<file path="src/rtl/slave_resp.sv">
// Register-file slave with a ready handshake delayed by WAIT_CYC cycles.
// Optional feature: define SLAVE_RESP_PROT_EN to write-protect register 0 and flag attempts on err.
module slave_resp #(
  parameter int WAIT_CYC = 2
) (
  input  logic       clk,
  input  logic       rst,
  input  logic       valid,
  input  logic [2:0] addr_in,
  input  logic [2:0] value_in,
  output logic       ready,
  input  logic [2:0] rd_addr,
  output logic [2:0] rd_data,
  output logic [7:0] accept_cnt,
  output logic       err
);

  typedef enum logic [1:0] {IDLE, WAIT, READY, DONE} state_t;

  localparam logic [2:0] WAIT_LOAD = 3'(WAIT_CYC - 1);

  state_t     state;
  logic [2:0] cnt;
  logic [2:0] regs [8];

`ifndef SLAVE_RESP_PROT_EN
  assign err = 1'b0;
`endif

  // ready is set alongside every transition into READY, so it mirrors that state as a register.
  always_ff @(posedge clk) begin
    if (rst) begin
      state      <= IDLE;
      ready      <= 1'b0;
      cnt        <= 3'd0;
      rd_data    <= 3'd0;
      accept_cnt <= 8'd0;
      for (int i = 0; i < 8; i++) regs[i] <= 3'd0;
`ifdef SLAVE_RESP_PROT_EN
      err        <= 1'b0;
`endif
    end else begin
      rd_data <= regs[rd_addr];
      ready   <= 1'b0;
      case (state)
        IDLE: begin
          if (valid) begin
            if (WAIT_CYC == 0) begin
              state <= READY;
              ready <= 1'b1;
            end else begin
              state <= WAIT;
              cnt   <= WAIT_LOAD;
            end
          end
        end
        WAIT: begin
          if (!valid) begin
            state <= IDLE;
          end else if (cnt == 3'd0) begin
            state <= READY;
            ready <= 1'b1;
          end else begin
            cnt <= cnt - 3'd1;
          end
        end
        READY: begin
          if (valid) begin
`ifdef SLAVE_RESP_PROT_EN
            if (addr_in == 3'd0) err <= 1'b1;
            else regs[addr_in] <= value_in;
`else
            regs[addr_in] <= value_in;
`endif
            if (accept_cnt != 8'hFF) accept_cnt <= accept_cnt + 8'd1;
            state <= DONE;
          end else begin
            state <= IDLE;
          end
        end
        DONE: state <= IDLE;
        default: state <= IDLE;
      endcase
    end
  end

endmodule

</file>
<file path="config.mk">
export PLATFORM = sky130hd
export DESIGN_NAME = slave_resp
export DESIGN_NICKNAME = d
export VERILOG_FILES = /design/src/rtl/slave_resp.sv
export SDC_FILE = /design/constraint.sdc
export NUM_CORES = 1
export LEC_CHECK = 0
export ABC_AREA = 1
export BUFFER_PORTS_ARGS = -buffer_cell sky130_fd_sc_hd__clkbuf_2
export CORE_ASPECT_RATIO = 0.6
export CORE_UTILIZATION = 50
export CTS_CLUSTER_DIAMETER = 200
export DETAILED_ROUTE_END_ITERATION = 10
export HOLD_SLACK_MARGIN = 0.03
export PLACE_DENSITY_LB_ADDON = 0.05
export SLEW_MARGIN = 20
export SYNTH_ARGS = -nofsm -noshare
export SYNTH_HDL_FRONTEND = slang
export SYNTH_SLANG_ARGS = --single-unit
</file>
<file path="constraint.sdc">
create_clock -name clk -period 1.74 [get_ports clk]
set_input_delay 0.087 -clock clk [delete_from_list [all_inputs] [get_ports clk]]
set_output_delay 0.087 -clock clk [all_outputs]
set_load 0.02 [all_outputs]
</file>
* Word-level counts from Yosys, hierarchy flattened
Memories as Yosys holds them, arrays and structs flattened. A register that Yosys moved wholly into a read port is not among the register bits.
Cells that the tools add are included.
** Storage, ports and cells
- Bits in writable memories :: 24
- Memories :: 1
- Flip-flop bits (word level) :: 14
- Output and inout port bits :: 13
** Operators by class
- Equality and inequality tests :: 8
- Mux-type cells :: 19
- Bitwise operators :: 2
- Reduce and logical (&&, ||, !) cells :: 8
- Add/sub/neg operators :: 2
** Memory list
- regs :: depth 8, width 3, rd ports 1, clocked after Yosys merged registers in 1, wr ports 8, RTL line 24 : logic [2:0] regs [8];
** Operators by type and width (count)
- two-way mux 3 bit :: 5
- adder 8 x 1 -> 8 bit, second input constant :: 1
- two-way mux 1 bit :: 8
- two-way mux 2 bit :: 4
- inequality test 8 bit, second input constant :: 1
- case mux 2 bit (4 select lines) :: 1
- inequality test 2 bit, second input constant :: 3
- case mux 3 bit (2 select lines) :: 1
- OR reduction 3 bit :: 2
- equality test 2 bit, second input constant :: 2
- AND reduction 4 bit :: 1
- zero test 3 bit :: 1
- inequality test 3 bit, second input constant :: 1
- AND reduction 3 bit :: 1
- subtractor 3 x 1 -> 3 bit, second input constant :: 1
- equality test 2 x 1 -> 1 bit, second input constant :: 1
- zero test 2 bit :: 1
- inverter 1 bit :: 2
- AND reduction 2 bit :: 1
- nonzero test 2 bit :: 1

* Longest topological paths before layout
- Word-level depth :: 6
- Gate-level depth with buffers :: 8
- Gate-level depth less buffers :: 8

* Worst setup path after synthesis
OpenSTA, ideal clock, no wires.
- Path type :: reg-to-reg
- Start :: reg accept_cnt[0]
- End :: reg accept_cnt[1]
- Setup time :: 116 ps
- Slack :: 315 ps
- Data required time :: 1624 ps
- Period minus slack after synthesis :: 1425 ps
- Stages on the path, launching flop included :: 9
- Path buffers :: 0
- Arrival :: 1309 ps
- Cells stage by stage :: dfxtp_1 > ha_1 > nand2_2 > nor2_4 > nand2_4 > nand2_4 > inv_1 > nor2_1 > nor2_1
** On the way
- Cells in the longest elaborated chain, start to end :: 2
** RTL lines
- start, declared :: RTL line 14 : output logic [7:0] accept_cnt,
- start signal, assigned :: RTL line 75 : if (accept_cnt != 8'hFF) accept_cnt <= accept_cnt + 8'd1;
- parallel branches: the longest is 2 deep, another holds adder 8 x 1 -> 8 bit
Parallel ways; which one is timed is not known.
A chain may end at the register's enable or synchronous reset.

==> flow_summary.yaml <==
setup_path:
  cp-endpoint: "regs[4][1]$_SDFFCE_PN0P_"
  rr_worst_depth: 7
  r2r_end: "regs[4][1]$_SDFFCE_PN0P_"
  crit_path_end_kind: "register"
  reg2reg_from: "state[0]$_SDFFE_PP0P_"
  arrival_ns: 1.44
  crit_type: "register to register"
  crit_start: "state[0]$_SDFFE_PP0P_"
  cp.required_ns: 1.73
  worstPathMaxFanout: 6
  start_kind: "register"
  ff2ff_setup_slack_ns: 0.30
floorplan:
  die_h_um: 51.8
  start_util_pct: 54.2
  die_w_um: 84.9
  core_um2: 3810
  io_pins: 25
  rows: 17
  die_area_um2: 4400
power_and_ir_drop:
  p_total_w: 0.00185
  leakage_nw: 1.07
  powerDensity_nw_per_um2: 807
  irDropWorstVdd_mv: 0.470
route:
  drt-vias-per-instance: 5.10
  drc: 0
  ant_nets: 0
  dr.pass1.iters: 4
  initialDrtViolationCount: 130
  routedWlPerCell_um: 12.4
  routed_wl_mm: 3.88
  vias: 1591
synthesis:
  yosysSeqAreaShare_pct: 51.4
  avgSynthCellArea_um2: 8.63
  synthTopCellsByArea: "edfxtp_1, dfxtp_1, nor2_1, nand2_1, o21ai_0"
  synth_edf_count: 24
  synthTopCellsByCount: "nor2_1, nand2_1, edfxtp_1"
  ys_warn_count: 0
  synth_flop_cell: "edfxtp_1"
  synth.distinct_cells: 27
  netlist.area_leader.share_pct: 34.9
  synthArstFlopShare_pct: 0
  synth_cells: 239
  syn_nets: 254
  yosysMostFrequentCell: "nor2_1"
  syn_area_um2: 2060
  ys_ff_latch: 41
  synth_top_area_cell: "edfxtp_1"
place:
  dpl_cell_area_um2: 2210
  dpl.hpwl_mm: 2.94
  gp_congestion: 0.841
  io_buffers: 23
timing:
  fin_setup_tns_ns: 0
  whs_ns: 0.0413
  setup_viol: 0
  post-route-min-period_ns: 1.44
  post-route-period-util_pct: 82.9
  skew_ns: 0.00795
  hold_viol_final: 0
  slew_violations: 0
  rsz0062_at_grt: "no"
  max_clock_freq_mhz: 693
clock_network:
  clkTransAtPathRegs_ns: 0.08
  cts.sinks: 41
  h-tree-depth: 2
  clock_path_buffers: 2
  post_cts_resized: 0
  post_cts_buffers: 0
  holdBufCountCts: 0
  cts_tree: "built"
  numCtsBuffers: 5
  cts_root_buffer: "clkbuf_8"
  insertion_delay_ns: 0.29
min_path:
  hold_path_class: "primary input to register"
  hold_path_depth: 2
grt:
  antenna_found_initial: 0
  gr-total-overflow: 0
  grt_start_max_net_pins: 20
  gr-usage-all-layers_pct: 20.1
  grt_pass1_wl_mm: 6.41
  grt_pass1_vias: 1322
layout:
  fin_area_um2: 2300
  fill_cells: 344
  n_antenna_cell: 0
  drive_gt1_share_pct: 20.4
  areaGrowthSynthToFinish_pct: 11.3
  fin_nets: 279
outcome:
  outcome: "completed"
flow_run:
  cap_violations: 0
-- critical path: stages (launching register included) --
cell	delay [ns]
dfxtp_1	0.32
inv_1	0.12
nand3_2	0.12
clkinv_4	0.12
nand2_8	0.08
nor2_8	0.13
nand2_2	0.09
nand2_1	0.17
-- cell usage in the layout, fill, tap and decap left out --
master,count
clkbuf_2,23
clkbuf_8,5
nand3_2,2
clkinvlp_4,1
a21oi_1,4
nor2_4,2
dfxtp_1,17
clkinv_4,1
inv_2,1
edfxtp_1,24
inv_1,23
o2111a_1,1
nand2_2,5
xor2_1,2
nand3_1,8
nor3_1,4
nor2_2,1
nand2_8,1
nand2_4,6
nor2_8,2
clkinv_2,2
o21ai_0,18
conb_1,1
buf_4,1
nand2_1,33
nand4_1,4
ha_1,3
a21oi_2,1
o31ai_1,1
nor2_1,68
-- how the worst min path moves through the flow --
| stage | from | endpoint |
|---|---|---|
| global placement | rst | accept_cnt[2]$_SDFFE_PP0P_ |
| floorplan | rst | accept_cnt[2]$_SDFFE_PP0P_ |
| global route | rst | accept_cnt[2]$_SDFFE_PP0P_ |
| finish | rst | accept_cnt[2]$_SDFFE_PP0P_ |
| CTS | rst | accept_cnt[2]$_SDFFE_PP0P_ |
| detailed placement | rst | accept_cnt[2]$_SDFFE_PP0P_ |
-- layout make-up --
cell class                 instances  area (um2)  share of cell area, %
tap                               47        58.8                   2.56
clock buffer                       5        68.8                   3.00
sequential                        41        1060                   46.2
inverter                          25        98.8                   4.31
clock inverter                     3        17.5                  0.763
timing repair buffer              24         123                   5.34
multi-input combinational        167         868                   37.8
-- per-stage QoR --
step | util (%) | cells | setup WS, ns
after floorplan | - | 239 | 0.315
after global placement | 58.0 | 304 | 0.339
after detailed placement | 58.0 | 304 | 0.323
after CTS | 60.3 | 312 | 0.298
after global routing | 60.3 | 312 | 0.177
final | 60.3 | 312 | 0.298
-- report_power, final --
group	internal [W]	switching (W)	leakage [nW]	total [W]
clock	0.000277	0.000330	0.0439	0.000607
combinational	0.0000520	0.000125	0.637	0.000177
sequential	0.00106	0.0000115	0.385	0.00107
-- registers in the layout, summed over array words and instances (netlist names) --
name        flops
regs           24
accept_cnt      8
ready           1
cnt             3
rd_data         3
state           2
-- logic make-up (layout without fill, tap and decap cells) --
| group | count (synthesis) | count (layout) | share of synthesized area [%] |
|---|---|---|---|
| AOI/OAI and AO/OA | 25 | 25 | 6.67 |
| DFF | 41 | 41 | 51.4 |
| and+or+nand+nor | 136 | 136 | 32.6 |
| adders and majority gates | 3 | 3 | 1.82 |
| other | 1 | 1 | 0.182 |
| buffers and inverters | 31 | 57 | 6.49 |
| xor gates and xnor gates | 2 | 2 | 0.849 |
-- routing by layer --
metal,GRT usage [%],vias to the layer above,wire [um]
li1,-,816,-
met1,31.0,711,2080
met2,26.0,60,1450
met3,5.40,4,301
met4,8.47,0,50
met5,0,-,0
(Power assumes the default switching activity.)
